### config.mk
export PLATFORM = sky130hd
export DESIGN_NAME = cla32_operand_loader
export DESIGN_NICKNAME = d
export VERILOG_FILES = /design/src/rtl/cla32_operand_loader.sv
export SDC_FILE = /design/constraint.sdc
export NUM_CORES = 1
export LEC_CHECK = 0
export CAP_MARGIN = 20
export CORE_MARGIN = 2
export CORE_UTILIZATION = 50
export DETAILED_ROUTE_END_ITERATION = 8
export PLACE_DENSITY = 0.91
export SLEW_MARGIN = 20
export SYNTH_ARGS = -nofsm -noshare
export SYNTH_HDL_FRONTEND = slang
export SYNTH_SLANG_ARGS = --single-unit
### constraint.sdc
create_clock -name clk -period 3.1 [get_ports clk]
set_input_delay 0.62 -clock clk [delete_from_list [all_inputs] [get_ports clk]]
set_output_delay 0.62 -clock clk [all_outputs]
set_load 0.005 [all_outputs]
### src/rtl/cla32_operand_loader.sv
// Byte-serial operand loader for a 32-bit carry-lookahead adder: collects four
// bytes of A, four bytes of B plus a carry-in, then holds the set until consumed.
module cla32_operand_loader #(
    parameter bit LSB_FIRST = 1'b1
) (
    input  logic        clk,
    input  logic        reset,
    input  logic        in_valid,
    output logic        in_ready,
    input  logic [7:0]  in_data,
    input  logic        in_ci,
    output logic [31:0] out_a,
    output logic [31:0] out_b,
    output logic        out_ci,
    output logic        out_valid,
    input  logic        out_ready
);

    typedef enum logic [1:0] {
        LOAD_A = 2'd0,
        LOAD_B = 2'd1,
        HOLD   = 2'd2
    } state_t;

    state_t      state_r, state_s;
    logic [1:0]  cnt_r, cnt_s;
    logic [1:0]  lane_s;
    logic [31:0] a_r, a_s;
    logic [31:0] b_r, b_s;
    logic        ci_r, ci_s;
    logic        valid_r, valid_s;
    logic        in_ready_s;
    logic        accept_s;

    // Reset must drop ready in the same cycle, so ready is decoded rather than registered.
    always_comb begin
        in_ready_s = (state_r != HOLD) && !reset;
        accept_s   = in_valid && in_ready_s;
    end

    // Next-state, byte placement and handshake decode.
    always_comb begin
        state_s = state_r;
        cnt_s   = cnt_r;
        a_s     = a_r;
        b_s     = b_r;
        ci_s    = ci_r;
        valid_s = valid_r;
        // MSB-first placement simply mirrors the byte lane.
        lane_s  = LSB_FIRST ? cnt_r : ~cnt_r;
        case (state_r)
            LOAD_A: begin
                if (accept_s) begin
                    a_s[{lane_s, 3'b000} +: 8] = in_data;
                    if (cnt_r == 2'd3) begin
                        state_s = LOAD_B;
                        cnt_s   = 2'd0;
                    end else begin
                        cnt_s = cnt_r + 2'd1;
                    end
                end else begin
                    state_s = state_r;
                end
            end
            LOAD_B: begin
                if (accept_s) begin
                    b_s[{lane_s, 3'b000} +: 8] = in_data;
                    if (cnt_r == 2'd3) begin
                        ci_s    = in_ci;
                        valid_s = 1'b1;
                        state_s = HOLD;
                        cnt_s   = 2'd0;
                    end else begin
                        cnt_s = cnt_r + 2'd1;
                    end
                end else begin
                    state_s = state_r;
                end
            end
            HOLD: begin
                if (out_ready) begin
                    valid_s = 1'b0;
                    state_s = LOAD_A;
                    cnt_s   = 2'd0;
                end else begin
                    state_s = HOLD;
                end
            end
            default: begin
                state_s = LOAD_A;
                cnt_s   = 2'd0;
                valid_s = 1'b0;
            end
        endcase
    end

    // State and operand registers; reset wins over any handshake.
    always_ff @(posedge clk) begin
        if (reset) begin
            state_r <= LOAD_A;
            cnt_r   <= 2'd0;
            a_r     <= 32'd0;
            b_r     <= 32'd0;
            ci_r    <= 1'b0;
            valid_r <= 1'b0;
        end else begin
            state_r <= state_s;
            cnt_r   <= cnt_s;
            a_r     <= a_s;
            b_r     <= b_s;
            ci_r    <= ci_s;
            valid_r <= valid_s;
        end
    end

    assign in_ready  = in_ready_s;
    assign out_a     = a_r;
    assign out_b     = b_r;
    assign out_ci    = ci_r;
    assign out_valid = valid_r;

endmodule

==> impl_metrics.ini <==
[power_and_ir_drop]
power.leakage_nw = 1.51
power-per-cell-area_mw_per_mm2 = 501
netSwitchingPower_mw = 0.443
pwr-share-comb_pct = 6.4
p_clk_share_pct = 48.4
power.internal_mw = 1.58
vdd_drop_max_mv = 0.377
switching_share_pct = 21.9
power_frac_seq_pct = 45.2

[status]
status = completed

[critical_path]
crit_start = state_r[0]$_SDFFE_PP0P_
r2r_end = out_b[22]$_SDFFE_PP0P_
worstPathArrival_ns = 1.71
worst-r2r-cell-count = 5
critPathKind = reg -> out
cp-start-kind = flop
rr_startpoint = cnt_r[0]$_SDFFE_PP0P_
ff2ff_setup_slack_ns = 0.80
crit_chain = inv_1, a21oi_1, clkdlybuf4s50_1
cp_slowest_cell = dfxtp_1
cpLargestDelayFamily = buffers and inverters
slowest_delay_ns = 0.55
cp_num_buf_inv = 2
critPathMaxFanout = 9
worstPathRequired_ns = 2.48
end_kind = output pin

[floorplanning]
fp.dieArea_mm2 = 0.00672
fp.dieH_um = 82.0
die-width_um = 82.0
start_util_pct = 51.7
fp.coreArea_mm2 = 0.00589
fp-row-count = 28
io_pins = 80

[clock_network]
cts_hold_buf = 0
cts_tree = yes
post_cts_buffers = 0
cts.sinks = 70
ctsResizeCount = 0
ctsRootBufferMaster = clkbuf_8
cts_buffers = 9
worstSkewPairLatency_ns = 0.35
clkTransAtPathRegs_ns = 0.08
htreeDepth = 3
cts.path.max_buffers = 2

[routing]
drt-pass1-iter-count = 4
vias = 2559
drc = 0
final_antenna_net_count = 0
drtIter0Drc = 165
avgViaCountPerCell = 5.62
post_drt_wl_per_cell_um = 16.3
drt_wl_total_um = 7400

[global_routing]
grt_pass1_wl_um = 11900
grt_usage_pct = 23.5
grt_max_degree = 42
grt_pass1_vias = 2422
gr-total-overflow = 0
antenna_found_initial = 0

[sta]
slew_headroom_pct = 43.2
clock_skew_ns = 0.00707
slew_viol_final = 0
min_period_over_period_pct = 75.2
max_freq_mhz = 429
rsz0062_at_grt = no
whs_ns = 0.464
finalSetupViolCount = 0
tightest_slew_ns = 0.851
fin_crit_ns = 2.33
finalHoldViolations = 0
fin_tns_setup_ns = 0

[worst_hold_path]
hold_depth = 2
holdCritPathClass = reg -> reg
worstHoldEndpoint = out_a[28]$_SDFFE_PP0P_
min_from = out_a[28]$_SDFFE_PP0P_

[logic_synthesis]
synthTopCellsByArea = dfxtp_1 46%, mux2i_1 11%, nand2_1 7.4%, a32o_1 5.3%, nand4_1 3.3%
synth_seq_cells = 70
synth_cell_types = 38
yosysSeqAreaShare_pct = 46.1
synth_area_mm2 = 0.00304
synth_area_per_cell_um2 = 9.90
synth.largest_area_cell = dfxtp_1
synth_nets = 326
synth_warnings = 0
yosysTopAreaCellShare_pct = 46.1
netlist_instances = 307

[layout]
final_nets = 394
seqCellArea_mm2 = 0.00140
drive_gt1_share_pct = 9.21
nFillCells = 452
antennaDiodeCount = 0
mostFrequentLayoutCells = 79 x clkdlybuf4s50_1, 70 x dfxtp_1, 60 x nand2_1
syn_to_final_growth_pct = 32.8
design_area_mm2 = 0.00404
multi_input_area_mm2 = 0.00145
final_common_cell = clkdlybuf4s50_1

[placement]
dpl-instance-area_mm2 = 0.00377
portBuffers = 79
post-dp-hpwl_um = 5340
routabilityCongestion = 0.832

[run]
cap_violations = 0
## power by group through the flow
stage               logic (mW)  clock network [mW]  registers, mW
floorplan               0.0892                   0          0.932
detailed placement       0.128                   0          0.935
global placement         0.124                   0          0.935
CTS                      0.129               0.984          0.914
finish                   0.130               0.978          0.915
global route             0.141                1.01          0.915
## worst min-delay path, stage by stage (launching register included)
cell and delay, ns:
dfxtp_1 0.32, nand2_1 0.05, mux2i_1 0.05
## per-stage QoR
stage               util (%)  power [mW]  worst slack, ns  instances
CTS                     68.6        2.03            0.746        455
global route            68.6        2.07            0.604        455
global placement        64.0        1.06            0.709        439
finish                  68.6        2.02            0.769        455
detailed placement      64.0        1.06            0.597        439
floorplan                  -        1.02             1.29        307
## logic make-up (layout without fill, tap and decap cells)
| logic type | Yosys count | after routing | share of synthesized area, % |
|---|---|---|---|
| adder cells (fa/ha/maj) | 6 | 6 | 2.47 |
| AND/OR/NAND/NOR | 123 | 123 | 23.7 |
| buffers and inverters | 28 | 101 | 6.13 |
| AO/OA/AOI/OAI | 46 | 46 | 10.3 |
| XOR/XNOR | 1 | 1 | 0.288 |
| multiplexers | 33 | 33 | 11.0 |
| flip-flops | 70 | 70 | 46.1 |
## cells in the mapped netlist (all sizes together)
library cell	count
o21ai	18
and3b	2
nand3	7
mux2	1
and2b	1
and3	3
nand2	60
a211oi	1
nor2b	12
xnor2	1
mux2i	32
buf	21
nand3b	1
nor3b	10
a21oi	10
and4bb	1
dfxtp	70
inv	4
a32o	16
nor4b	2
a31oi	1
nand2b	1
clkbuf	3
nor3	2
nand4	16
nor2	5
ha	6
## worst max-delay path by stage
stage	cells after the start	endpoint
final	3	in_ready
after global routing	5	out_b[12]$_SDFFE_PP0P_
after detailed placement	6	out_a[29]$_SDFFE_PP0P_
after global placement	6	out_a[21]$_SDFFE_PP0P_
after CTS	3	in_ready
after floorplan	4	in_ready
## per-layer routing
layer | GRT usage [%] | vias to the layer above | wire length (µm)
li1 | - | 1221 | -
met1 | 30.2 | 1222 | 3140
met2 | 38.3 | 101 | 3660
met3 | 4.18 | 15 | 466
met4 | 10.7 | 0 | 136
met5 | 0 | - | 0
## flip-flops by register name, indices dropped and copies added (netlist names)
register	count
out_b	32
cnt_r	2
state_r	2
out_valid	1
out_ci	1
out_a	32
## final cells by class
cell class / count / area share [%]
multi-input combinational: 209 / 36.0
sequential: 70 / 34.7
timing repair buffer: 81 / 20.0
clock inverter: 7 / 3.59
clock buffer: 9 / 3.07
tap: 75 / 2.32
inverter: 4 / 0.372
No activity file was read; power rests on OpenSTA's default activity.
